==> config.mk <==
export PLATFORM = sky130hd
export DESIGN_NAME = axi4_pixel_port_flat
export DESIGN_NICKNAME = d
export VERILOG_FILES = /design/src/rtl/axi4_pixel_port_if.sv /design/src/rtl/axi4_pixel_port.sv /design/src/flat_wrapper.sv
export SDC_FILE = /design/constraint.sdc
export NUM_CORES = 1
export LEC_CHECK = 0
export BUFFER_PORTS_ARGS = -buffer_cell sky130_fd_sc_hd__buf_2
export CORE_MARGIN = 1
export CORE_UTILIZATION = 30
export DETAILED_ROUTE_END_ITERATION = 10
export HOLD_SLACK_MARGIN = 0.06
export MAX_ROUTING_LAYER = met4
export PLACE_DENSITY = 0.45
export SLEW_MARGIN = 0
export SYNTH_ARGS = -nofsm -noshare
export SYNTH_HDL_FRONTEND = slang
export SYNTH_SLANG_ARGS = --single-unit
==> constraint.sdc <==
create_clock -name clk -period 4 [get_ports clk]
set_input_delay 0.4 -clock clk [delete_from_list [all_inputs] [get_ports clk]]
set_output_delay 0.4 -clock clk [all_outputs]
set_load 0.1 [all_outputs]
==> src/rtl/axi4_pixel_port_if.sv <==
// AXI4-lite register bus between the CPU and the pixel port.
// Holds only the five AXI channels; clock, reset and pixel stream stay plain ports.
interface axi4_pixel_port_if;
    logic        awvalid;
    logic        awready;
    logic [31:0] awaddr;
    logic        wvalid;
    logic        wready;
    logic [31:0] wdata;
    logic [3:0]  wstrb;
    logic        bvalid;
    logic        bready;
    logic        arvalid;
    logic        arready;
    logic [31:0] araddr;
    logic        rvalid;
    logic        rready;
    logic [31:0] rdata;

    modport master (
        output awvalid, awaddr, wvalid, wdata, wstrb, bready, arvalid, araddr, rready,
        input  awready, wready, bvalid, arready, rvalid, rdata
    );

    modport slave (
        input  awvalid, awaddr, wvalid, wdata, wstrb, bready, arvalid, araddr, rready,
        output awready, wready, bvalid, arready, rvalid, rdata
    );
endinterface

==> src/rtl/axi4_pixel_port.sv <==
// AXI4-lite slave: a byte FIFO filled from a valid/ready pixel stream, popped by DATA reads.
// Define PIXEL_PORT_STATS_EN to build the 32-bit POPCNT counter at offset 0x1C.
module axi4_pixel_port #(
    parameter int          FIFO_DEPTH = 16,
    parameter logic [31:0] BASE_ADDR  = 32'h3000_0000
) (
    input  logic               clk,
    input  logic               rst,
    axi4_pixel_port_if.slave   s_axi,
    input  logic               pix_valid,
    output logic               pix_ready,
    input  logic [7:0]         pix_data
);
    localparam int AW = $clog2(FIFO_DEPTH);

    localparam logic [4:0] OFF_DATA   = 5'h10;
    localparam logic [4:0] OFF_STATUS = 5'h14;
    localparam logic [4:0] OFF_CTRL   = 5'h18;
    localparam logic [4:0] OFF_POPCNT = 5'h1C;

    logic [7:0]    mem [FIFO_DEPTH];
    logic [AW-1:0] wr_ptr_reg, rd_ptr_reg;
    logic [AW:0]   count_reg;
    logic          run_reg;
    logic          empty, full, push, pop, flush, popcnt_clr;

    logic          awready_reg, wready_reg, bvalid_reg, aw_held_reg, w_held_reg;
    logic [31:0]   awaddr_reg;
    logic          wbit0_reg;
    logic          arready_reg, rvalid_reg;
    logic [31:0]   rdata_reg, rdata_next;
    logic [31:0]   popcnt_val;

    logic          aw_hs, w_hs, ar_hs, aw_have, w_have, commit;
    logic          aw_held_next, w_held_next, bvalid_next, rvalid_next;
    logic [31:0]   wr_addr;
    logic          wr_bit0, wr_sel, rd_sel;
    logic          unused_bits;

    assign empty     = (count_reg == '0);
    assign full      = (count_reg == (AW+1)'(FIFO_DEPTH));
    // run_reg keeps pix_ready low through reset and for the cycle rst falls
    assign pix_ready = run_reg && !full;
    assign push      = pix_valid && pix_ready;

    assign s_axi.awready = awready_reg;
    assign s_axi.wready  = wready_reg;
    assign s_axi.bvalid  = bvalid_reg;
    assign s_axi.arready = arready_reg;
    assign s_axi.rvalid  = rvalid_reg;
    assign s_axi.rdata   = rdata_reg;

    assign unused_bits = ^{s_axi.wstrb, s_axi.wdata[31:1]};

    // Read channel
    assign ar_hs       = s_axi.arvalid && arready_reg;
    assign rvalid_next = ar_hs || (rvalid_reg && !s_axi.rready);
    assign rd_sel      = (s_axi.araddr[31:5] == BASE_ADDR[31:5]);
    assign pop         = ar_hs && rd_sel && (s_axi.araddr[4:0] == OFF_DATA) && !empty;

    always_comb begin
        rdata_next = '0;
        if (rd_sel) begin
            case (s_axi.araddr[4:0])
                OFF_DATA:   rdata_next = empty ? 32'hFFFF_FFFF : {24'b0, mem[rd_ptr_reg]};
                OFF_STATUS: rdata_next = {empty, full, 14'b0, 16'(count_reg)};
                OFF_POPCNT: rdata_next = popcnt_val;
                default:    rdata_next = '0;
            endcase
        end
    end

    // Write channel: AW and W latch independently; the register effect lands when both are in
    assign aw_hs        = s_axi.awvalid && awready_reg;
    assign w_hs         = s_axi.wvalid && wready_reg;
    assign aw_have      = aw_held_reg || aw_hs;
    assign w_have       = w_held_reg || w_hs;
    assign commit       = aw_have && w_have;
    assign aw_held_next = aw_have && !commit;
    assign w_held_next  = w_have && !commit;
    assign bvalid_next  = commit || (bvalid_reg && !s_axi.bready);
    assign wr_addr      = aw_hs ? s_axi.awaddr : awaddr_reg;
    assign wr_bit0      = w_hs ? s_axi.wdata[0] : wbit0_reg;
    assign wr_sel       = (wr_addr[31:5] == BASE_ADDR[31:5]);
    assign flush        = commit && wr_sel && (wr_addr[4:0] == OFF_CTRL) && wr_bit0;
    assign popcnt_clr   = commit && wr_sel && (wr_addr[4:0] == OFF_POPCNT);

    always_ff @(posedge clk) begin
        if (rst) begin
            run_reg     <= 1'b0;
            awready_reg <= 1'b0;
            wready_reg  <= 1'b0;
            bvalid_reg  <= 1'b0;
            aw_held_reg <= 1'b0;
            w_held_reg  <= 1'b0;
            awaddr_reg  <= '0;
            wbit0_reg   <= 1'b0;
            arready_reg <= 1'b0;
            rvalid_reg  <= 1'b0;
            rdata_reg   <= '0;
            wr_ptr_reg  <= '0;
            rd_ptr_reg  <= '0;
            count_reg   <= '0;
        end else begin
            run_reg     <= 1'b1;
            aw_held_reg <= aw_held_next;
            w_held_reg  <= w_held_next;
            bvalid_reg  <= bvalid_next;
            awready_reg <= !aw_held_next && !bvalid_next;
            wready_reg  <= !w_held_next && !bvalid_next;
            if (aw_hs) awaddr_reg <= s_axi.awaddr;
            if (w_hs)  wbit0_reg  <= s_axi.wdata[0];
            rvalid_reg  <= rvalid_next;
            arready_reg <= !rvalid_next;
            if (ar_hs) rdata_reg <= rdata_next;
            if (flush) begin
                wr_ptr_reg <= '0;
                rd_ptr_reg <= '0;
                count_reg  <= '0;
            end else begin
                if (push) wr_ptr_reg <= wr_ptr_reg + 1'b1;
                if (pop)  rd_ptr_reg <= rd_ptr_reg + 1'b1;
                case ({push, pop})
                    2'b10:   count_reg <= count_reg + 1'b1;
                    2'b01:   count_reg <= count_reg - 1'b1;
                    default: count_reg <= count_reg;
                endcase
            end
        end
    end

    // Storage kept free of reset so it maps onto RAM
    always_ff @(posedge clk) begin
        if (push && !flush && !rst) mem[wr_ptr_reg] <= pix_data;
    end

`ifdef PIXEL_PORT_STATS_EN
    logic [31:0] popcnt_reg;
    always_ff @(posedge clk) begin
        if (rst || flush || popcnt_clr) popcnt_reg <= '0;
        else if (pop)                   popcnt_reg <= popcnt_reg + 32'd1;
    end
    assign popcnt_val = popcnt_reg;
`else
    assign popcnt_val = '0;
`endif
endmodule

==> src/flat_wrapper.sv <==
// flat-port wrapper written by rule: the top's interface ports become plain ports
module axi4_pixel_port_flat 
#(
    parameter int          FIFO_DEPTH = 16,
    parameter logic [31:0] BASE_ADDR  = 32'h3000_0000
)
  (clk, rst, pix_valid, pix_ready, pix_data, s_axi_awvalid, s_axi_awaddr, s_axi_wvalid, s_axi_wdata, s_axi_wstrb, s_axi_bready, s_axi_arvalid, s_axi_araddr, s_axi_rready, s_axi_awready, s_axi_wready, s_axi_bvalid, s_axi_arready, s_axi_rvalid, s_axi_rdata);
  axi4_pixel_port_if s_axi_i ();
  input  logic clk;
  input  logic rst;
  input  logic pix_valid;
  output logic pix_ready;
  input  logic [7:0] pix_data;
  input wire logic [$bits(s_axi_i.awvalid)-1:0] s_axi_awvalid;
  input wire logic [$bits(s_axi_i.awaddr)-1:0] s_axi_awaddr;
  input wire logic [$bits(s_axi_i.wvalid)-1:0] s_axi_wvalid;
  input wire logic [$bits(s_axi_i.wdata)-1:0] s_axi_wdata;
  input wire logic [$bits(s_axi_i.wstrb)-1:0] s_axi_wstrb;
  input wire logic [$bits(s_axi_i.bready)-1:0] s_axi_bready;
  input wire logic [$bits(s_axi_i.arvalid)-1:0] s_axi_arvalid;
  input wire logic [$bits(s_axi_i.araddr)-1:0] s_axi_araddr;
  input wire logic [$bits(s_axi_i.rready)-1:0] s_axi_rready;
  output wire logic [$bits(s_axi_i.awready)-1:0] s_axi_awready;
  output wire logic [$bits(s_axi_i.wready)-1:0] s_axi_wready;
  output wire logic [$bits(s_axi_i.bvalid)-1:0] s_axi_bvalid;
  output wire logic [$bits(s_axi_i.arready)-1:0] s_axi_arready;
  output wire logic [$bits(s_axi_i.rvalid)-1:0] s_axi_rvalid;
  output wire logic [$bits(s_axi_i.rdata)-1:0] s_axi_rdata;
  assign s_axi_i.awvalid = s_axi_awvalid;
  assign s_axi_i.awaddr = s_axi_awaddr;
  assign s_axi_i.wvalid = s_axi_wvalid;
  assign s_axi_i.wdata = s_axi_wdata;
  assign s_axi_i.wstrb = s_axi_wstrb;
  assign s_axi_i.bready = s_axi_bready;
  assign s_axi_i.arvalid = s_axi_arvalid;
  assign s_axi_i.araddr = s_axi_araddr;
  assign s_axi_i.rready = s_axi_rready;
  assign s_axi_awready = s_axi_i.awready;
  assign s_axi_wready = s_axi_i.wready;
  assign s_axi_bvalid = s_axi_i.bvalid;
  assign s_axi_arready = s_axi_i.arready;
  assign s_axi_rvalid = s_axi_i.rvalid;
  assign s_axi_rdata = s_axi_i.rdata;
  axi4_pixel_port #(.FIFO_DEPTH(FIFO_DEPTH), .BASE_ADDR(BASE_ADDR)) u_core (.clk(clk), .rst(rst), .s_axi(s_axi_i), .pix_valid(pix_valid), .pix_ready(pix_ready), .pix_data(pix_data));
endmodule
=== After elaboration in Yosys (flattened, before gate mapping) ===
Memory sizes are Yosys's and may differ from the RTL's. A register that Yosys moved wholly into a read port is not among the register bits.
Index checks and enable logic that the tools add are counted.

* Register bits after elaboration: 86
* RAM bits: 128
* Bits of input ports: 116
* Word-level logic and storage cells: 76
* Memories kept: 1

* Add/subtract/negate cells: 4
* Equal/unequal tests: 8
* Muxes and demuxes: 11
* Reductions and logical operators: 38

{| class="wikitable"
|+ Memory list
! name !! depth !! bits a word !! read ports !! clocked after memory_dff !! write ports !! line !! RTL
|-
| u_core.mem || 16 || 8 || 1 || 1 || 1 || axi4_pixel_port.sv:21 || <nowiki>logic [7:0] mem [FIFO_DEPTH];</nowiki>
|}

{| class="wikitable"
|+ Operator list
! cell !! count
|-
| $mux 32 || 3
|-
| $pmux 32 s2 || 1
|-
| $eq 27x25->1 const B || 2
|-
| $eq 5x5->1 const B || 4
|-
| $logic_and 1x1->1 || 20
|-
| $logic_not 1->1 || 11
|-
| $pmux 5 s2 || 1
|-
| $add 4x1->4 const B || 2
|-
| $mux 4 || 2
|-
| $add 5x1->5 const B || 1
|-
| $logic_not 5->1 || 1
|-
| $sub 5x1->5 const B || 1
|-
| $logic_or 1x1->1 || 4
|-
| $mux 1 || 4
|-
| $eq 2x1->1 const B || 1
|-
| $eq 2x2->1 const B || 1
|-
| $reduce_bool 2->1 || 1
|-
| $reduce_or 2->1 || 1
|}

=== Logic depth before layout (Yosys ltp) ===
Gate-level depths: netlist of run 1.

* Word-level depth: 11
* Gate-level depth with buffers: 15

=== Worst setup path before layout of run 1 ===
Ideal clock, no wire load.

* Path type: reg2reg
* Start point: register u_core.count_reg[0]
* End point: register u_core.count_reg[2]
* Library setup time: 139 ps
* Data arrival time: 4707 ps
* Slack: -846 ps
* Cell stages (with the launch flop): 15
* Buffers on the path: 2
* Period minus slack after synthesis: 4846 ps
* Path through: dfxtp_1 > nor4_2 > a21boi_0 > and2_1 > clkbuf_1 > inv_1 > ha_1 > clkbuf_1 > xor2_1 > ha_1 > nand2b_1 > o21a_1 > nor2_1 > o21ai_0 > nor3b_1

* Word-level cells in the longest chain between the ends: 6

{| class="wikitable"
|+ RTL lines
! element !! line !! RTL
|-
| start: declaration || axi4_pixel_port.sv:23 || <nowiki>logic [AW:0] count_reg;</nowiki>
|-
| start signal: assignment || axi4_pixel_port.sv:124 || <nowiki>2'b10: count_reg <= count_reg + 1'b1;</nowiki>
|-
| start signal: assignment || axi4_pixel_port.sv:125 || <nowiki>2'b01: count_reg <= count_reg - 1'b1;</nowiki>
|-
| start signal: assignment || axi4_pixel_port.sv:126 || <nowiki>default: count_reg <= count_reg;</nowiki>
|-
| $eq 5x5->1 (*) || axi4_pixel_port.sv:41 || <nowiki>assign full = (count_reg == (AW+1)'(FIFO_DEPTH));</nowiki>
|-
| $logic_not 1->1 (*) || axi4_pixel_port.sv:43 || <nowiki>assign pix_ready = run_reg && !full;</nowiki>
|-
| $logic_and 1x1->1 (*) || axi4_pixel_port.sv:43 ||
|-
| via pix_ready || flat_wrapper.sv:12 || <nowiki>output logic pix_ready;</nowiki>
|-
| $logic_and 1x1->1 (*) || axi4_pixel_port.sv:44 || <nowiki>assign push = pix_valid && pix_ready;</nowiki>
|-
| $eq 2x1->1 or $eq 2x2->1 (tied branches) || axi4_pixel_port.sv:123 || <nowiki>case ({push, pop})</nowiki>
|-
| $pmux 5 s2 or $reduce_bool 2->1 (tied branches) || n/a ||
|}

The timed path passes the listed nets; every way through them passes the cells marked *.
A chain may end at the register's enable or synchronous reset.

=== Worst setup path in the final report of run 1 ===
* Start point: register u_core.count_reg[0]
* End point: register u_core.count_reg[2]

* Word-level cells in the longest chain between the ends: 6

{| class="wikitable"
|+ RTL lines
! element !! line
|-
| $eq 5x5->1 || axi4_pixel_port.sv:41
|-
| $logic_not 1->1 || axi4_pixel_port.sv:43
|-
| $logic_and 1x1->1 || axi4_pixel_port.sv:43
|-
| $logic_and 1x1->1 || axi4_pixel_port.sv:44
|-
| $eq 2x1->1 or $eq 2x2->1 (tied branches) || axi4_pixel_port.sv:123
|-
| $pmux 5 s2 or $reduce_bool 2->1 (tied branches) || n/a
|}

Several ways; a longest one is shown, not always the timed one.

==> results.ini, run 1 <==
[drt]
drcViolationCount=0
vias=5232
post_drt_wl_per_cell_um=17.6
ant_nets=0
drt_iter0_drc=307
vias_per_cell=4.95
wirelength_mm=18.6
dr.pass1.iters=5

[worst_setup_path]
path_buf_inv=1
critPathRequiredTime_ns=4.36
crit_family=simple AND/OR/NAND/NOR gates
path_common_cell=ha_1
end_kind=flop
cp_max_fo=10
startpoint_type=flop
path_class=reg -> reg
rrSetupSlack_ns=0.89
slowest_delay_ns=0.55
rr_endpoint=u_core.count_reg[2]
r2r-start=u_core.count_reg[0]
arrival_ns=3.47
crit_slowest_cell=nor4_2
crit_chain=nor4_2 > a21boi_2 > and2_1 > inv_1 > ha_1 > xor2_1 > ha_1 > nand2b_1 > nor2_1 > mux2_2 > o21ai_0 > nor3b_1
reg2regPathDepth=12

[synthesis]
syn_inst=609
synth_edf_count=128
ys_top_cells_by_area=edfxtp_1 (47%), dfxtp_1 (17%), mux4_2 (10%)
ys_warn_count=0
synthTopCellsByCount=edfxtp_1 (128), nand2_1 (85), dfxtp_1 (69)
ys.flop_type=edfxtp_1
synth.most_common_cell=edfxtp_1
synth_top_area_cell=edfxtp_1
synth_top_area_share_pct=46.8
async_reset_ff_share_pct=0
synth_cell_types=54
netlist_area_um2=8210
ys_seq_area_share_pct=63.6
syn-mean-instance-area_um2=13.5
yosys_register_bits=197
syn-num-nets=732

[place]
dp.cells=1024
dp_slack_ns=0.758
port_buffers=118
gp_congestion=0.819
hpwl_mm=13.1

[timing]
relSlewSlack_pct=37.2
setup_tns_ns=0
rsz0062_at_grt=no
finalMaxSlewViolations=0
max_freq_mhz=322
period_needed_ns=3.11
finClkSkew_ns=0.0177
fin_crit_sh_pct=77.7
finalHoldViolCount=0
worstMarginPinSlew_ns=0.941
setup_slack_ns=0.892
setup_viol=0

[flow_run]
max_cap_viol_count=0

[layout]
largest_register_ffs=128
layout-drive-gt1-share_pct=29.0
nNetsFinal=825
diodes=0
stdcell_count=1056
area_delta_synth_final_pct=16.7

[die]
initial_core_util_pct=30.5
dieArea_um2=28000
dieHeight_um=167
die_w_um=167
coreArea_um2=26900
rows=60
io_pins=154

[clocking]
cts.htree.levels=4
cts.clk_slew.worst_paths_ns=0.07
clk_path_buf_depth=2
tritoncts=yes
cts_setup_buffers=0
cts_hold_buf=0
ctsResizeCount=0
cts_num_sinks=197
cts_root_buf=clkbuf_16
clk_latency_ns=0.43
cts_buffers=17

[grt]
grt.total_usage_pct=14.1
grt_overflow=0
grt_pass1_vias=5353
grt_pass1_wl_mm=29.3
grt_max_degree=53
antenna_found_initial=0

[pwr]
ir_drop_mv=0.208
p_per_area_nw_per_um2=428
p_leak_nw=3.33

[worst_hold_path]
hold_end=u_core.awaddr_reg[8]
holdPathStages=3
worstHoldStart=s_axi_awaddr[8]
hold_class=in -> reg

[status]
status=finished clean

[where the power goes]
part | switching (mW) | internal, mW
sequential | 0.0186 | 2.19
clock | 0.794 | 0.872
combinational | 0.153 | 0.0752
total | 0.965 | 3.14
[tightest hold or removal path, delay by kind of cell]
family                 cells  cell delay [ns]
AO/OA/AOI/OAI              1             0.05
buffers and inverters      1             0.10
AND/OR/NAND/NOR            1             0.05
[how the worst max path moves through the flow]
stage                               from             endpoint  slack, ns  cells past startpoint
floorplan           u_core.s_axi.arready  u_core.count_reg[2]       0.54                     12
global placement         s_axi_araddr[8]  u_core.count_reg[2]       0.78                     13
detailed placement      s_axi_araddr[20]  u_core.count_reg[2]       0.76                     13
CTS                  u_core.count_reg[0]  u_core.count_reg[2]       0.88                     12
global route         u_core.count_reg[1]  u_core.count_reg[2]       0.70                     12
finish               u_core.count_reg[0]  u_core.count_reg[2]       0.89                     12
[layer usage]
| metal | part of all wire [%] | global-route usage (%) | wire length, µm |
|---|---|---|---|
| met4 | 0.83 | 3.71 | 154 |
| met5 | 0 | - | 0 |
| met3 | 4.6 | 2.79 | 864 |
| met1 | 47 | 18.2 | 8770 |
| met2 | 47 | 22.7 | 8800 |
[metrics by stage]
stage | power [mW] | cell area [µm²] | utilization (%) | hold WS [ns]
global placement | 2.48 | 9010 | 33.5 | 0.438
floorplan | 2.38 | 8210 | - | 0.432
detailed placement | 2.49 | 9010 | 33.5 | 0.444
CTS | 4.15 | 9580 | 35.6 | 0.188
global route | 4.25 | 9580 | 35.6 | 0.207
finish | 4.10 | 9580 | 35.6 | 0.209
[layout by cell type (no fill, tap or decap), drive strengths merged, types with 4 or more instances in the layout]
master  Yosys  layout
a21oi      53      53
and2        4       4
and3       15      15
and4        4       4
buf        31     127
clkbuf     22      19
dfxtp      69      69
edfxtp    128     128
ha          7       7
inv         6      16
mux2i       5       5
mux4       37      37
nand2      85      85
nand2b      7       7
nand3       8       8
nand4       6       6
nor2       22      22
nor2b       7       7
nor3        7       7
nor4       25      25
nor4b       8       8
o21ai       7       7
o221ai      6       6
o31ai       4       4
xor2        6       6
[final cells by class]
| class | count | area, µm² |
|---|---|---|
| inverters | 6 | 22.5 |
| repair buffers | 127 | 658 |
| clock buffers | 19 | 464 |
| clock inverters | 13 | 108 |
| well taps | 341 | 427 |
| multi-input cells | 353 | 2670 |
| fillers | 2599 | 17300 |
| flip-flops and latches | 197 | 5230 |
[cell families after synthesis]
family / synth area share [%]
and+or+nand+nor: 13.2
muxes: 11.0
AOI/OAI and AO/OA: 6.23
adders and majority gates: 1.07
buffers and inverters: 3.84
xor gates and xnor gates: 0.960
DFF: 63.6
Note: power is estimated with default switching activity, not from simulation.
==> run 2, diff against run 1 <==
--- a/config.mk
+++ b/config.mk
@@ -11,7 +11,7 @@
 export DETAILED_ROUTE_END_ITERATION = 10
 export HOLD_SLACK_MARGIN = 0.06
 export MAX_ROUTING_LAYER = met4
-export PLACE_DENSITY = 0.45
+export PLACE_DENSITY = 0.47
 export SLEW_MARGIN = 0
 export SYNTH_ARGS = -nofsm -noshare
 export SYNTH_HDL_FRONTEND = slang
==> constraint.sdc (replaced) <==
create_clock -name clk -period 2.8 [get_ports clk]
set_input_delay 0.28 -clock clk [delete_from_list [all_inputs] [get_ports clk]]
set_output_delay 0.28 -clock clk [all_outputs]
set_load 0.1 [all_outputs]
==> results.ini, run 2 (synthesized netlist as in run 1, its figures left out) <==
[timing]
relSlewSlack_pct=62.8  ; +26 points
finalHoldViolCount=0  ; unchanged
finClkSkew_ns=0.0148  ; -0.00294 ns
worstMarginPinSlew_ns=0.557  ; -0.384 ns
period_needed_ns=2.54  ; -0.573 ns
fin_crit_sh_pct=90.6  ; +13 points
rsz0062_at_grt=no
max_freq_mhz=394  ; +23%
timing.hold.ws_ns=0.0832  ; -0.126 ns
setup_viol=0  ; unchanged
finalMaxSlewViolations=0  ; unchanged

[worst_setup_path]
crit_family=simple AND/OR/NAND/NOR gates
cp_max_fo=8  ; -2
critPathRequiredTime_ns=3.15  ; -1.21 ns
end_kind=flop
startpoint_type=flop
arrival_ns=2.89  ; -0.58 ns
crit_chain=nor4_4 > a21boi_4 > and2_1 > inv_1 > ha_1 > xor2_1 > ha_1 > nand2b_1 > nor2_1 > mux2_2 > o21ai_0 > nor3b_2
rrSetupSlack_ns=0.26  ; -0.63 ns
slowest_delay_ns=0.38  ; -0.17 ns
crit_slowest_cell=dfxtp_2
path_buf_inv=1  ; unchanged
path_class=reg -> reg
path_common_cell=ha_1

[place]
gp_congestion=0.840  ; +2.6%
placed_cell_area_um2=9200  ; +2.1%
dp.cells=1042  ; +1.8%
port_buffers=118  ; unchanged
hpwl_mm=12.9  ; -1.4%

[die]
dieArea_um2=28000  ; unchanged
die_w_um=167  ; unchanged
coreArea_um2=26900  ; unchanged
io_pins=154  ; unchanged
initial_core_util_pct=30.5  ; unchanged
rows=60  ; unchanged
dieHeight_um=167  ; unchanged

[layout]
stdcell_area_um2=9770  ; +2.0%
layout-drive-gt1-share_pct=31.8  ; +2.8 points
largest_register_ffs=128  ; unchanged
diodes=0  ; unchanged
layout_commonest_cell=edfxtp_1
layout_common_cells=edfxtp_1 (128), buf_2 (118), nand2_1 (85)
nNetsFinal=843  ; +2.2%
stdcell_count=1074  ; +1.7%
area_delta_synth_final_pct=19.0

[pwr]
ir_drop_mv=0.367  ; +77%
p_per_area_nw_per_um2=597  ; +39%
p_leak_nw=3.43  ; +3.1%

[clocking]
clk_latency_ns=0.43  ; about the same
cts_num_sinks=197  ; unchanged
tritoncts=yes
cts_buffers=17  ; unchanged
clk_path_buf_depth=2  ; unchanged
cts_setup_buffers=0  ; unchanged
cts_hold_buf=0  ; unchanged
cts_root_buf=clkbuf_16
cts.htree.levels=4  ; unchanged
cts.clk_slew.worst_paths_ns=0.07  ; about the same

[drt]
vias_per_cell=4.91  ; -0.83%
post_drt_wl_per_cell_um=17.3  ; -1.6%
drt_iter0_drc=355  ; +16%
dr.pass1.iters=6  ; +1
vias=5277  ; +0.86%
ant_nets=0  ; unchanged
drcViolationCount=0  ; unchanged
wirelength_mm=18.6  ; about the same

[grt]
grt_overflow=0  ; unchanged
grt.total_usage_pct=14.2  ; +0.074 points
grt_max_degree=53  ; unchanged
antenna_found_initial=0  ; unchanged
grt_pass1_wl_mm=29.5  ; +0.61%
grt_pass1_vias=5449  ; +1.8%

[worst_hold_path]
hold_class=in -> reg

[flow_run]
max_cap_viol_count=0  ; unchanged

[status]
status=finished clean

-- run 2: worst paths after layout --
check	depth (start not counted)	to	startpoint
max	12	u_core.count_reg[2]	u_core.count_reg[3]
min reg2reg	2	u_core.s_axi.rdata[30]	u_core.s_axi.rdata[30]
max reg2reg	12	u_core.count_reg[2]	u_core.count_reg[3]
min	2	u_core.run_reg	rst
-- run 2: layer usage --
| layer | vias to the layer above | share of wire (%) | global-route usage (%) |
|---|---|---|---|
| met5 | - | 0 | - |
| met4 | 0 | 0.70 | 3.35 |
| met3 | 16 | 4.9 | 2.84 |
| met2 | 165 | 48 | 23.3 |
| met1 | 2573 | 47 | 18.0 |
| li1 | 2523 | - | - |
-- run 2: worst reg2reg max path: stages (launching register included) --
cell	delay, ns
dfxtp_2	0.38
nor4_4	0.37
a21boi_4	0.09
and2_1	0.21
inv_1	0.09
ha_1	0.18
xor2_1	0.16
ha_1	0.17
nand2b_1	0.15
nor2_1	0.05
mux2_2	0.28
o21ai_0	0.15
nor3b_2	0.18
-- run 2: final cells by class --
cell class | instances | area, µm²
fill | 2608 | 17100
sequential | 197 | 5230
multi-input combinational | 353 | 2710
timing repair buffer | 145 | 818
tap | 341 | 427
clock buffer | 17 | 425
clock inverter | 15 | 138
inverter | 6 | 22.5
-- run 2: where the power goes --
part	internal, mW	switching [mW]	total (mW)
sequential	3.13	0.0275	3.16
combinational	0.115	0.219	0.334
clock	1.18	1.16	2.34
-- run 2: metrics by stage --
step / util [%] / power [mW] / worst slack, ns / TNS (ns)
6_report: 36.4 / 5.83 / 0.264 / 0
5_1_grt: 36.4 / 6.05 / 0.0590 / 0
4_1_cts: 36.3 / 5.90 / 0.157 / 0
3_5_place_dp: 34.2 / 3.56 / -0.0144 / -0.0144
3_3_place_gp: 34.2 / 3.54 / 0.124 / 0
2_1_floorplan: - / 3.41 / -0.134 / -0.134
-- run 2: what timing repair did --
| item | CTS | global route |
|---|---|---|
| gates resized for setup | 0 | 4 |
| endpoints found under the setup margin | 0 | 1 |
| endpoints found under the hold margin | 0 | 0 |
